<file path="config.mk">
export PLATFORM = sky130hd
export DESIGN_NAME = pc_sequencer
export DESIGN_NICKNAME = d
export VERILOG_FILES = /design/src/rtl/pc_sequencer_pkg.sv /design/src/rtl/pc_stat_counter.sv /design/src/rtl/pc_sequencer.sv
export SDC_FILE = /design/constraint.sdc
export NUM_CORES = 1
export LEC_CHECK = 0
export BUFFER_PORTS_ARGS = -buffer_cell sky130_fd_sc_hd__buf_2
export CORE_UTILIZATION = 58
export CTS_BUF_LIST = sky130_fd_sc_hd__clkbuf_16
export DETAILED_ROUTE_END_ITERATION = 12
export HOLD_SLACK_MARGIN = 0.08
export PLACE_DENSITY = 0.94
export SYNTH_ARGS = -nofsm -noshare
export SYNTH_HDL_FRONTEND = slang
export SYNTH_SLANG_ARGS = --single-unit
</file>
<file path="constraint.sdc">
create_clock -name clk -period 8.4 [get_ports clk]
set_clock_uncertainty 0.2 [all_clocks]
set_input_delay 0.84 -clock clk [delete_from_list [all_inputs] [get_ports clk]]
set_output_delay 0.84 -clock clk [all_outputs]
set_load 0.005 [all_outputs]
</file>
<file path="src/rtl/pc_sequencer_pkg.sv">
// Shared definitions for the program-counter sequencer: state encoding,
// reset PC value and the word-alignment helper.
package pc_sequencer_pkg;

  localparam int PCS_ST_BIT = 2;

  typedef enum logic [PCS_ST_BIT-1:0] {
    PCS_ST_RUN  = 2'd0,
    PCS_ST_HOLD = 2'd1,
    PCS_ST_HALT = 2'd2
  } pcs_state_e;

  localparam logic [31:0] PC_RESET = 32'h0000_0000;

  function automatic logic [31:0] align_pc(input logic [31:0] addr);
    return {addr[31:2], 2'b00};
  endfunction

endpackage

</file>
<file path="src/rtl/pc_stat_counter.sv">
// Free-running statistics counter with enable; wraps modulo 2^W.
module pc_stat_counter #(
  parameter int W = 32
) (
  input  logic         clk,
  input  logic         rst,
  input  logic         en_i,
  output logic [W-1:0] cnt_o
);

  logic [W-1:0] cnt_q;
  logic [W-1:0] cnt_d;

  always_comb begin
    cnt_d = cnt_q;
    if (en_i) cnt_d = cnt_q + {{(W-1){1'b0}}, 1'b1};
  end

  always_ff @(posedge clk or posedge rst) begin
    if (rst) cnt_q <= '0;
    else     cnt_q <= cnt_d;
  end

  assign cnt_o = cnt_q;

endmodule

</file>
<file path="src/rtl/pc_sequencer.sv">
// Program-counter register and sequencer: steps, holds under stall, latches
// redirects that arrive while stalled, halts on syscall and counts activity.
//
// Input timing: stall/halt/resume/redirect/pc_new are sampled on each rising
// edge and act on that edge; there is no handshake, every cycle is a transfer.
module pc_sequencer
  import pc_sequencer_pkg::*;
#(
  parameter logic [31:0] RESET_PC = PC_RESET,
  parameter int          CNT_W    = 32
) (
  input  logic                  clk,
  input  logic                  rst,
  input  logic                  stall,
  input  logic                  halt,
  input  logic                  resume,
  input  logic                  redirect,
  input  logic [31:0]           pc_new,
  output logic [31:0]           pc,
  output logic [31:0]           pc_4,
  output logic                  halted,
  output logic                  pend_valid,
  output logic [CNT_W-1:0]      cycle_cnt,
  output logic [CNT_W-1:0]      redir_cnt,
  output logic [PCS_ST_BIT-1:0] dbg_state
);

  pcs_state_e  state_q, state_d;
  logic [31:0] pc_q, pc_d;
  logic [31:0] pend_q, pend_d;
  logic [31:0] target;
  logic        redir_en;
  logic        cycle_en;

  assign target = align_pc(pc_new);
  assign pc_4   = pc_q + 32'd4;

  always_comb begin
    state_d  = state_q;
    pc_d     = pc_q;
    pend_d   = pend_q;
    redir_en = 1'b0;
    case (state_q)
      PCS_ST_RUN: begin
        if (halt) begin
          state_d = PCS_ST_HALT;
        end else if (redirect) begin
          redir_en = 1'b1;
          if (stall) begin
            pend_d  = target;
            state_d = PCS_ST_HOLD;
          end else begin
            pc_d = target;
          end
        end else if (!stall) begin
          pc_d = pc_4;
        end
      end
      PCS_ST_HOLD: begin
        // Already counted on entry; later redirects only replace the target.
        if (halt) begin
          state_d = PCS_ST_HALT;
          pend_d  = '0;
        end else if (stall) begin
          if (redirect) pend_d = target;
        end else begin
          pc_d    = redirect ? target : pend_q;
          pend_d  = '0;
          state_d = PCS_ST_RUN;
        end
      end
      PCS_ST_HALT: begin
        if (resume) state_d = PCS_ST_RUN;
      end
      default: begin
        state_d = PCS_ST_RUN;
        pend_d  = '0;
      end
    endcase
  end

  always_ff @(posedge clk or posedge rst) begin
    if (rst) begin
      state_q <= PCS_ST_RUN;
      pc_q    <= RESET_PC;
      pend_q  <= '0;
    end else begin
      state_q <= state_d;
      pc_q    <= pc_d;
      pend_q  <= pend_d;
    end
  end

  assign cycle_en = (state_q != PCS_ST_HALT);

  pc_stat_counter #(.W(CNT_W)) u_cycle_cnt (
    .clk   (clk),
    .rst   (rst),
    .en_i  (cycle_en),
    .cnt_o (cycle_cnt)
  );

  pc_stat_counter #(.W(CNT_W)) u_redir_cnt (
    .clk   (clk),
    .rst   (rst),
    .en_i  (redir_en),
    .cnt_o (redir_cnt)
  );

  assign pc         = pc_q;
  assign halted     = (state_q == PCS_ST_HALT);
  assign pend_valid = (state_q == PCS_ST_HOLD);
  assign dbg_state  = state_q;

endmodule

</file>
==> flow_summary.toml, run 1 <==
[status]
status = "finished, final reports clean"

[drt]
drc = 0
finalWirelength_mm = 17.6
vias_per_cell = 6.13
antenna_left = 0
wire_per_inst_um = 17.6
dr.pass1.iters = 5
drtIter0Drc = 644
num_vias = 6146

[yosys]
synth.area.top_cells = "dfrtp_1 (48%), xnor2_1 (8.8%), a22o_1 (4.4%), nand2_1 (3.8%), a21oi_1 (3.0%)"
ys_ff_latch = 130
yosysTopAreaCell = "dfrtp_1"
synthFlopType = "dfrtp_1"
seq_area_frac_synth_pct = 48.1
synth_edf_count = 0
syn_nets = 736
netlist.area_leader.share_pct = 48.1
synth.distinct_cells = 48
synth_area_um2 = 6760
async_flop_share_pct = 100
synthCells = 695
avgSynthCellArea_um2 = 9.72
ys_warn_count = 0

[global_route]
track_usage_pct = 30.0
grt_pass1_wl_mm = 27.7
grt_antenna_before_repair = 1
grt_max_degree = 78
first_global_vias = 5502
gr-total-overflow = 0

[setup_path]
crit_buf_inv = 1
slowest_delay_ns = 0.76
startpoint_type = "register"
arrival_ns = 2.68
endpoint_kind = "output pin"
path_depth = 5
ff2ff_setup_slack_ns = 4.94
path_cells = "nand4_1 -> nor4_2 -> and3_1 -> xnor2_1 -> buf_2"
crit_fanout = 9
critical_path_class = "register to output pin"
slowest_stage = "nor4_2"
crit_family = "simple AND/OR/NAND/NOR gates"
reg2reg_depth = 6
cp.required_ns = 7.36

[floorplanning]
initial_core_util_pct = 59.4
placementRows = 39
die_w_um = 110
fp.dieH_um = 110
ios = 170
design.core.area_um2 = 11400
die_area_um2 = 12100

[sta]
period_share_pct = 44.3
rsz0062_at_grt = "no"
setup_viol = 0
slew_violations = 0
tightest_slew_ns = 1.26
max_slew_margin_pct = 15.7
fmax_ghz = 0.269
whs_ns = 0.263
period_needed_ns = 3.72
hold_violations = 0
tns_ns = 0

[clocking]
clk_path_buf_depth = 2
clk_latency_ns = 0.42
cts_setup_buffers = 0
numCtsBuffers = 17
postCtsHoldBufs = 0
clock_sinks = 130
root_buffer = "clkbuf_16"
clkTransAtPathRegs_ns = 0.06
cts_tree = "built"
htree_levels = 4
cts-resized-gates = 0

[job]
cap_violations = 0

[layout]
multi_input_area_um2 = 3250
syn_to_final_growth_pct = 22.3
stdcell_count = 1003
regArea_um2 = 3250
drive_above_1_share_pct = 25.3
nets = 889
antennaDiodeCount = 0
utilization_pct = 72.7
n_fill_cell = 766

[hold_path]
min_path_type = "register to register"
hold_depth = 1

[pwr]
p_leak_uw = 0.00397
power_density_nw_per_um2 = 249
peakVddDrop_mv = 0.147

[place]
globalplace.congestion = 0.894
dp_cells = 972
portBuffers = 167
hpwl_mm = 11.8
==> through the flow <==
step,setup slack (ns),cell area (um^2),total power [uW]
global route,4.57,8260,2150
finish,4.68,8260,2060
floorplan,3.89,6760,1100
detailed placement,4.89,7670,1300
global placement,4.98,7670,1280
CTS,4.75,8260,2060
==> metal layers <==
layer,vias to the layer above,wire (um),track usage (%)
met5,-,13,0
met4,2,393,12.3
met3,39,1700,6.11
met2,372,8100,47.1
met1,2950,7430,40.6
li1,2783,-,-
==> cells by family after synthesis <==
group,after synthesis,synth area share (%)
flip-flops,130,48.1
AO/OA/AOI/OAI,155,15.0
multiplexers,2,0.333
AND/OR/NAND/NOR,251,20.4
adder cells (fa/ha/maj),3,0.556
XOR/XNOR,90,11.7
buffers and inverters,64,3.89
==> state kept, by name (all words and copies together) (netlist names) <==
signal	cells
dbg_state	2
pc	32
pend_q	32
u_cycle_cnt.cnt_o	32
u_redir_cnt.cnt_o	32
==> worst reg2reg max path: stages (launching register included) <==
cell and delay, ns:
dfrtp_1 0.52, or2b_1 0.83, inv_1 0.09, buf_4 0.25
nor2_1 0.97, a41oi_1 0.28, o22ai_1 0.24
==> final cells by class <==
cell class                 count  area share, %
clock buffer                  17           5.15
inverter                      23           1.07
sequential                   130           39.4
timing repair buffer         175           10.8
clock inverter                14           2.07
multi-input combinational    501           39.3
tap                          143           2.17
==> power by group <==
group	switching [uW]	internal, uW	total [uW]	leakage (uW)
clock	264	488	752	0.000294
combinational	210	216	426	0.00197
sequential	148	731	879	0.00171
==> cell usage after synthesis, types with 6 or more instances <==
library cell,count
dfrtp_1,130
nand2_1,69
xnor2_1,68
a21oi_1,40
nor2_1,40
o21ai_0,38
a22o_1,34
clkbuf_1,31
nand3_1,30
nand4_1,30
inv_1,23
xor2_1,22
and3_1,15
nor3b_1,13
and4_1,11
o22ai_1,9
nor3_1,8
a31oi_1,7
buf_2,6
o31a_1,6
o31ai_1,6
==> cell usage in the layout (no fill, tap or decap), types with 6 or more instances in the layout <==
master and n:
a21oi_1 39, a22o_1 34, a31oi_1 7, and3_1 15, and4_1 11, buf_2 167, buf_4 8, clkbuf_16 17
dfrtp_1 130, inv_1 23, nand2_1 69, nand3_1 30, nand4_1 30, nor2_1 40, nor3_1 7, nor3b_1 13
o21ai_0 38, o22ai_1 9, o31a_1 6, o31ai_1 6, xnor2_1 68, xor2_1 22
==> worst paths after layout <==
path	start	end
worst max-delay path	pc[9]	pc_4[25]
min in group asynchronous	rst	u_cycle_cnt.cnt_o[9]
worst max register to register	dbg_state[0]	pc[29]
max in group asynchronous	rst	pend_q[17]
worst min register to register	u_cycle_cnt.cnt_o[31]	u_cycle_cnt.cnt_o[31]
worst min-delay path	u_cycle_cnt.cnt_o[31]	u_cycle_cnt.cnt_o[31]
No activity file was read; power rests on OpenSTA's default activity.
==> run 2: changes to the inputs <==
- ABC_AREA: unset -> 1
- CORE_UTILIZATION: 58 -> 55
- PLACE_DENSITY: 0.94 -> 0.89
- clock period: 8.4 -> 3.55 ns (I/O delays scaled with it)
==> flow_summary.toml, run 2 <==
[drt]
dr.pass1.iters = 5
antenna_left = 0
num_vias = 8091
vias_per_cell = 5.39
drc = 0
finalWirelength_mm = 21.3
wire_per_inst_um = 14.2
drtIter0Drc = 560

[clocking]
clkTransAtPathRegs_ns = 0.05
clock_sinks = 130
cts_tree = "built"
root_buffer = "clkbuf_16"
clk_path_buf_depth = 2
clk_latency_ns = 0.42
numCtsBuffers = 17
htree_levels = 4
cts_setup_buffers = 0

[pwr]
peakVddDrop_mv = 0.416
p_int_uw = 3380
comb_power_share_pct = 28.1
power_switching_uw = 1800
p_leak_uw = 0.00499
total_power_uw = 5180
power_density_nw_per_um2 = 535
pwr-share-clk_pct = 31.3
switching_share_pct = 34.7
sequentialPowerShare_pct = 40.6

[layout]
stdcell_area_um2 = 9680
regArea_um2 = 3250
stdcell_count = 1500
nets = 1348
final_common_cell = "nand2_1"
drive_above_1_share_pct = 17.3
n_fill_cell = 1108
multi_input_area_um2 = 4060
syn_to_final_growth_pct = 23.1
final_cell_mix = "nand2_1 (413), buf_2 (167), nor2_1 (134), dfrtp_1 (130), inv_1 (103)"

[setup_path]
path_cells = "ha_1 -> nand2_1 -> nor2_1 -> nand2_1 -> nor2_1 -> nand3_1 -> and2_1 -> buf_2"
reg2reg_depth = 8
slowest_stage = "dfrtp_1"
cp.required_ns = 2.99
crit_fanout = 5
endpoint_kind = "output pin"
crit_buf_inv = 1
arrival_ns = 2.17
crit_start = "pc[3]"
startpoint_type = "register"
critical_path_class = "register to output pin"
slowest_delay_ns = 0.40
crit_family = "simple AND/OR/NAND/NOR gates"
path_depth = 8
reg2reg_from = "dbg_state[1]"

[hold_path]
min-delay-start = "pc_new[23]"
min_path_type = "input pin to register"
hold_depth = 5

[floorplanning]
initial_core_util_pct = 56.4
placementRows = 43
design.core.area_um2 = 13900
fp.dieH_um = 122
ios = 170
die_w_um = 122
die_area_um2 = 14800

[sta]
tightest_slew_ns = 0.794
max_slew_margin_pct = 47.0
period_needed_ns = 2.73
setup_viol = 0
rsz0062_at_grt = "no"
finalWorstSetupSlack_ns = 0.824
tns_ns = 0
period_share_pct = 76.8
slew_violations = 0
hold_violations = 0
fmax_ghz = 0.367

[yosys]
yosysTopAreaCell = "dfrtp_1"
synth_area_um2 = 7860
synth.area.top_cells = "dfrtp_1 (41%), nand2_1 (20%), nor2_1 (6.4%), inv_1 (4.8%), xor2_1 (4.6%)"
synth.distinct_cells = 37
ys_warn_count = 0
seq_area_frac_synth_pct = 41.4
netlist.area_leader.share_pct = 41.4
ys_ff_latch = 130
avgSynthCellArea_um2 = 7.03
synthFlopType = "dfrtp_1"
synthCells = 1119
synth_most_common_cell = "nand2_1"
syn_nets = 1160
synth_common_cells = "nand2_1 (413), nor2_1 (135), dfrtp_1 (130)"
async_flop_share_pct = 100
synth_edf_count = 0

[global_route]
grt_antenna_before_repair = 1
grt_pass1_wl_mm = 34.5
track_usage_pct = 29.7
gr-total-overflow = 0
first_global_vias = 7262
grt_max_degree = 131

[job]
cap_violations = 0

[place]
pre_cts_slack_ns = 1.23
portBuffers = 167
placement.cell_area_um2 = 8860
dp_cells = 1439
globalplace.congestion = 0.933
hpwl_mm = 14.4

[status]
status = "finished, final reports clean"
[run 2: cell count changes after synthesis, sizes merged, moves of 13 or more]
cell    change
nor3b      -13
xor2       +19
a21oi      +15
nor2      +113
nand2     +346
a22o       -34
xnor2      -51
clkbuf     -17
nand4      -25
inv        +81
and3       -15
a311oi     +17
[run 2: what timing repair did]
action | in CTS | in global routing
hold endpoints to repair | 159 | 0
resized for setup | 0 | 0
hold buffers | 29 | 0
[run 2: logic make-up (layout without fill, tap and decap cells)]
group / Yosys count / after routing / synth area share, %
AND/OR/NAND/NOR: 656 / 656 / 34.6
buffers and inverters: 141 / 341 / 7.22
AO/OA/AOI/OAI: 131 / 131 / 9.83
flip-flops: 130 / 130 / 41.4
XOR/XNOR: 58 / 58 / 6.46
adder cells (fa/ha/maj): 3 / 3 / 0.477
other: 0 / 1 / 0
[run 2: per-stage QoR]
stage / utilization (%) / hold WS (ns)
2_1_floorplan: - / 0.244
3_3_place_gp: 63.6 / 0.257
3_5_place_dp: 63.6 / 0.267
4_1_cts: 69.5 / 0.0829
5_1_grt: 69.5 / 0.103
6_report: 69.5 / 0.0920
[run 2: power groups by stage]
stage	clock network [uW]	logic [uW]	registers (uW)
2_1_floorplan	0	871	2060
3_3_place_gp	0	1380	2100
3_5_place_dp	0	1420	2110
4_1_cts	1630	1450	2090
5_1_grt	1690	1650	2150
6_report	1620	1460	2100
[run 2: routing by layer]
layer,GRT usage [%],wire (um),vias up
met1,39.2,9210,3756
li1,-,-,3925
met5,0,0,-
met3,5.85,1580,50
met4,11.9,550,0
met2,47.9,9920,360
[run 2: worst paths after layout]
kind / to / slack (ns)
max: pc_4[30] / 0.82
min: pend_q[23] / 0.09
max reg2reg: pend_q[3] / 1.19
min reg2reg: pend_q[14] / 0.28
max in group asynchronous: pc[21] / 2.10
min in group asynchronous: u_cycle_cnt.cnt_o[0] / 0.48
[run 2: tightest hold or removal path, stage by stage]
cell     delay, ns
buf_2         0.09
nand2_1       0.05
o21ai_0       0.08
nand2_1       0.05
nand2_1       0.05
[run 2: layout make-up]
cell class              count  share of cell area (%)
multi-input cells         848                    42.0
flip-flops and latches    130                    33.6
repair buffers            205                    12.5
clock buffers              17                    4.39
inverters                 105                    4.11
well taps                 180                    2.33
clock inverters            14                    1.11
diodes                      1                  0.0258
